==> src/rtl/gci_std_fifo_wr_arbiter.sv <==
// Round-robin arbiter that shares the async FIFO write port among four requesters
// in bounded bursts, and sequences the FIFO remove pulse on a flush request.
module gci_std_fifo_wr_arbiter #(
    parameter int P_N          = 16,
    parameter int P_BURST      = 4,
    parameter int P_BURST_N    = 2,
    parameter int P_REMOVE_LEN = 4
) (
    input  logic               iCLOCK,
    input  logic               inRESET,
    input  logic [3:0]         iREQ_VALID,
    input  logic [4*P_N-1:0]   iREQ_DATA,
    output logic [3:0]         oREQ_ACK,
    input  logic               iFLUSH_REQ,
    output logic               oFLUSH_DONE,
    output logic               oFIFO_WR_EN,
    output logic [P_N-1:0]     oFIFO_WR_DATA,
    input  logic               iFIFO_FULL,
    output logic               oFIFO_REMOVE,
    output logic [1:0]         oOWNER,
    output logic               oOWNER_VALID
);

    localparam int P_RCNT_N = (P_REMOVE_LEN > 1) ? $clog2(P_REMOVE_LEN) : 1;

    typedef enum logic [1:0] {
        ST_IDLE,
        ST_GRANT,
        ST_REMOVE
    } state_t;

    state_t               state, state_n;
    logic [1:0]           owner, owner_n;
    logic [1:0]           last, last_n;
    logic [P_BURST_N-1:0] beat, beat_n;
    logic [P_RCNT_N-1:0]  rcnt, rcnt_n;
    logic                 done, done_n;

    logic                 rr_found;
    logic [1:0]           rr_pick;
    logic [1:0]           rr_cand;
    logic                 beat_ok;

    // Search starts just after the last owner; offset 4 wraps back onto last itself.
    always_comb begin
        rr_found = 1'b0;
        rr_pick  = last;
        rr_cand  = last;
        for (int unsigned i = 1; i <= 4; i++) begin
            rr_cand = last + 2'(i);
            if (!rr_found && iREQ_VALID[rr_cand]) begin
                rr_found = 1'b1;
                rr_pick  = rr_cand;
            end
        end
    end

    always_comb begin
        oFIFO_WR_DATA = iREQ_DATA[P_N-1:0];
        for (int unsigned k = 0; k < 4; k++) begin
            if (owner == 2'(k)) begin
                oFIFO_WR_DATA = iREQ_DATA[k*P_N +: P_N];
            end
        end
    end

    assign beat_ok = iREQ_VALID[owner] & ~iFIFO_FULL;

    always_comb begin
        state_n      = state;
        owner_n      = owner;
        last_n       = last;
        beat_n       = beat;
        rcnt_n       = rcnt;
        done_n       = 1'b0;
        oREQ_ACK     = '0;
        oFIFO_WR_EN  = 1'b0;
        oFIFO_REMOVE = 1'b0;
        oOWNER_VALID = 1'b0;
        oOWNER       = '0;

        case (state)
            ST_IDLE: begin
                if (iFLUSH_REQ) begin
                    state_n = ST_REMOVE;
                    rcnt_n  = '0;
                end else if (rr_found) begin
                    state_n = ST_GRANT;
                    owner_n = rr_pick;
                    beat_n  = '0;
                end
            end
            ST_GRANT: begin
                oOWNER_VALID    = 1'b1;
                oOWNER          = owner;
                oFIFO_WR_EN     = beat_ok;
                oREQ_ACK[owner] = beat_ok;
                if (beat_ok) begin
                    beat_n = beat + 1'b1;
                end
                if (iFLUSH_REQ) begin
                    state_n = ST_REMOVE;
                    last_n  = owner;
                    rcnt_n  = '0;
                end else if (!iREQ_VALID[owner] ||
                             (beat_ok && beat == P_BURST_N'(P_BURST - 1))) begin
                    state_n = ST_IDLE;
                    last_n  = owner;
                end
            end
            ST_REMOVE: begin
                oFIFO_REMOVE = 1'b1;
                if (rcnt == P_RCNT_N'(P_REMOVE_LEN - 1)) begin
                    state_n = ST_IDLE;
                    done_n  = 1'b1;
                end else begin
                    rcnt_n = rcnt + 1'b1;
                end
            end
            default: state_n = ST_IDLE;
        endcase
    end

    always_ff @(posedge iCLOCK) begin
        if (!inRESET) begin
            state <= ST_IDLE;
            owner <= '0;
            last  <= 2'd3;
            beat  <= '0;
            rcnt  <= '0;
            done  <= 1'b0;
        end else begin
            state <= state_n;
            owner <= owner_n;
            last  <= last_n;
            beat  <= beat_n;
            rcnt  <= rcnt_n;
            done  <= done_n;
        end
    end

    assign oFLUSH_DONE = done;

endmodule

==> config.mk <==
export PLATFORM = sky130hd
export DESIGN_NAME = gci_std_fifo_wr_arbiter
export DESIGN_NICKNAME = d
export VERILOG_FILES = /design/src/rtl/gci_std_fifo_wr_arbiter.sv
export SDC_FILE = /design/constraint.sdc
export NUM_CORES = 1
export LEC_CHECK = 0
export ABC_AREA = 1
export CAP_MARGIN = 20
export CORE_MARGIN = 4
export CORE_UTILIZATION = 30
export DETAILED_ROUTE_END_ITERATION = 16
export GPL_TIMING_DRIVEN = 0
export PLACE_DENSITY = 0.81
export SYNTH_ARGS = -nofsm -noshare
export SYNTH_HDL_FRONTEND = slang
export SYNTH_SLANG_ARGS = --single-unit
==> constraint.sdc <==
create_clock -name iCLOCK -period 1.3 [get_ports iCLOCK]
set_input_delay 0.26 -clock iCLOCK [delete_from_list [all_inputs] [get_ports iCLOCK]]
set_output_delay 0.26 -clock iCLOCK [all_outputs]
set_load 0.1 [all_outputs]
==> impl_metrics.yaml <==
status:
  status: "finished with violations"
  violations: "negative setup slack"
worst_setup_path:
  crit_family: "simple AND/OR/NAND/NOR gates"
  path_class: "flip-flop to output pin"
  crit_fanout: 7
  end_kind: "output pin"
  path_buf_inv: 2
  cp_data_required_time_ps: 1040
  worst_path_max_delay_cell: "dfxtp_4"
  cp.arrival_ps: 1730
  critPathLaunchType: "flip-flop"
  worstPathCellList: "inv_8 -> nor2_4 -> nand2_2 -> nand2_2 -> nor2_4 -> nor2_4 -> nand2_8 -> nor2_4 -> buf_12"
  cp_slowest_stage_delay_ps: 420
  crit_top_cell: "nor2_4"
timing:
  tightest_slew_ps: 484
  slew-limit-headroom_pct: 68.0
  fin_setup_tns_ps: -16460
  finalSetupViolCount: 33
  max_freq_mhz: 503
  fin_crit_sh_pct: 153
  hold_viol: 0
  setup_ws_ps: -687
  rsz0062_at_grt: "true"
  fin_skew_ps: 1.24
  slew_viol_final: 0
  min_period_ps: 1990
routing:
  drtAntennaViolNets: 0
  via_per_inst: 5.67
  wirelength_um: 9280
  drtIter0Drc: 148
  vias: 2246
  wire_per_inst_um: 23.4
  drc: 0
  first_pass_iters: 4
clock_tree:
  cts_root_buf: "clkbuf_8"
  cts_buffer_depth: 2
  clkSinkCount: 11
  clock_latency_ps: 250
  cts_buffers: 3
  htree_levels: 1
  path_clk_slew_ps: 50
  cts_tree: "done"
grt:
  grt_pass1_wl_um: 10800
  grt_pass1_vias: 2171
  grtUsageTotal_pct: 26.4
  grt_start_max_net_pins: 11
  overflow: 0
  antenna_found_initial: 0
finish:
  final_common_cell: "clkdlybuf4s50_1"
  nNetsFinal: 421
  num_antenna_cells: 0
  layout.core_utilization_pct: 92.0
  area_growth_pct: 196
  layout_common_cells: "67 x clkdlybuf4s50_1, 38 x nand2_1, 29 x buf_12"
  drive_above_1_share_pct: 51.4
  fin_cells: 396
  num-fill-cells: 127
synthesis:
  synth_mux_area_share_pct: 0
  synth_compound_area_share_pct: 25.4
  syn-cell-area_um2: 1240
  syn_inst: 211
  syn_avg_cell_area_um2: 5.89
  synth-adder-area-share_pct: 2.01
  synth_seq_cells: 11
  synth_xor_xnor_area_share_pct: 0
  synthSimpleGateAreaFrac_pct: 42.5
  seq_area_frac_synth_pct: 17.7
  synthesis.nets: 285
  synth_cell_type_count: 30
  yosysWarnings: 0
  synth_top_family_by_area: "simple AND/OR/NAND/NOR gates"
pwr:
  p_total_mw: 3.58
  peakVddDrop_uv: 680
  leakage_nw: 1.48
  power_density_nw_per_um2: 974
die:
  die_area_um2: 5240
  die_w_um: 72.4
  die_h_um: 72.4
  start_util_pct: 31.1
  std_cell_rows: 23
  io_pins: 98
  core_area_um2: 4000
flow_run:
  cap_violations: 0
placed_design:
  dp_cells: 358
  io_buffers: 97
  gp_congestion: 0.778
  pre_cts_slack_ps: -1490
  place_hpwl_um: 4420
min_path:
  min_path_type: "flip-flop to flip-flop"
==> where the power goes <==
part,leakage [nW],switching (mW),internal (mW)
Clock,0.0228,0.146,0.217
Combinational,1.36,1.64,1.18
Sequential,0.0920,0.0358,0.366
==> final timing paths <==
check / from / to / slack (ps) / cells after the start
min: beat[1] / beat[1] / 530 / 2
max reg2reg: owner[0] / state[0] / -620 / 14
min reg2reg: beat[1] / beat[1] / 530 / 2
max: owner[0] / oREQ_ACK[0] / -690 / 9
==> tightest hold or removal path: stages, from the launching register on <==
cell and delay, ps:
dfxtp_1 320, nand3_1 100, a21oi_2 60
==> registers in the layout, indices dropped and copies added, names as in the netlist <==
signal,cells
beat,2
oFLUSH_DONE,1
state,2
owner,2
last,2
rcnt,2
==> layer usage <==
| metal | track usage [%] | vias to the layer above | share of wire [%] |
|---|---|---|---|
| li1 | - | 972 | - |
| met1 | 28.6 | 1059 | 37 |
| met2 | 49.4 | 169 | 49 |
| met3 | 6.37 | 46 | 9.2 |
| met4 | 9.22 | 0 | 4.9 |
| met5 | 0 | - | 0 |
==> cells in the mapped netlist (all sizes together) <==
cell	instances	area (um^2)
nand2	75	329
nor2	31	141
inv	24	97.6
o21ai	20	100
o221ai	13	114
dfxtp	11	220
nand3	9	45.0
a21oi	8	43.8
buf	7	48.8
o211ai	3	27.5
ha	2	25.0
o22ai	2	12.5
and2	1	6.26
clkbuf	1	3.75
clkinv	1	5.00
nand4	1	6.26
o211a	1	10.0
o21a	1	7.51
==> per-stage QoR <==
stage / hold slack [ps] / cell area [um^2]
2_1_floorplan: 379 / 1810
3_3_place_gp: 482 / 2840
3_5_place_dp: 486 / 2840
4_1_cts: 495 / 3420
5_1_grt: 550 / 3680
6_report: 529 / 3680
==> cell type report <==
class                      instances  area (um^2)  share of cell area [%]
multi-input combinational        167         1530                    41.5
buffer                             8          120                    3.26
tap                               50         62.6                    1.70
sequential                        11          234                    6.36
timing repair buffer             131         1560                    42.5
clock buffer                       4         45.0                    1.22
inverter                          25          128                    3.47
==> kinds of logic after synthesis <==
group                      Yosys count
and+or+nand+nor                    117
AOI/OAI and AO/OA                   48
buffers and inverters               33
DFF                                 11
adders and majority gates            2
==> repair_timing <==
item,in CTS,in global routing
hold buffers,0,0
pin swaps,18,13
buffers inserted,23,9
resized for setup,261,44
gates cloned,2,1
endpoints found under the setup margin,33,32
No activity file was read; power rests on OpenSTA's default activity.
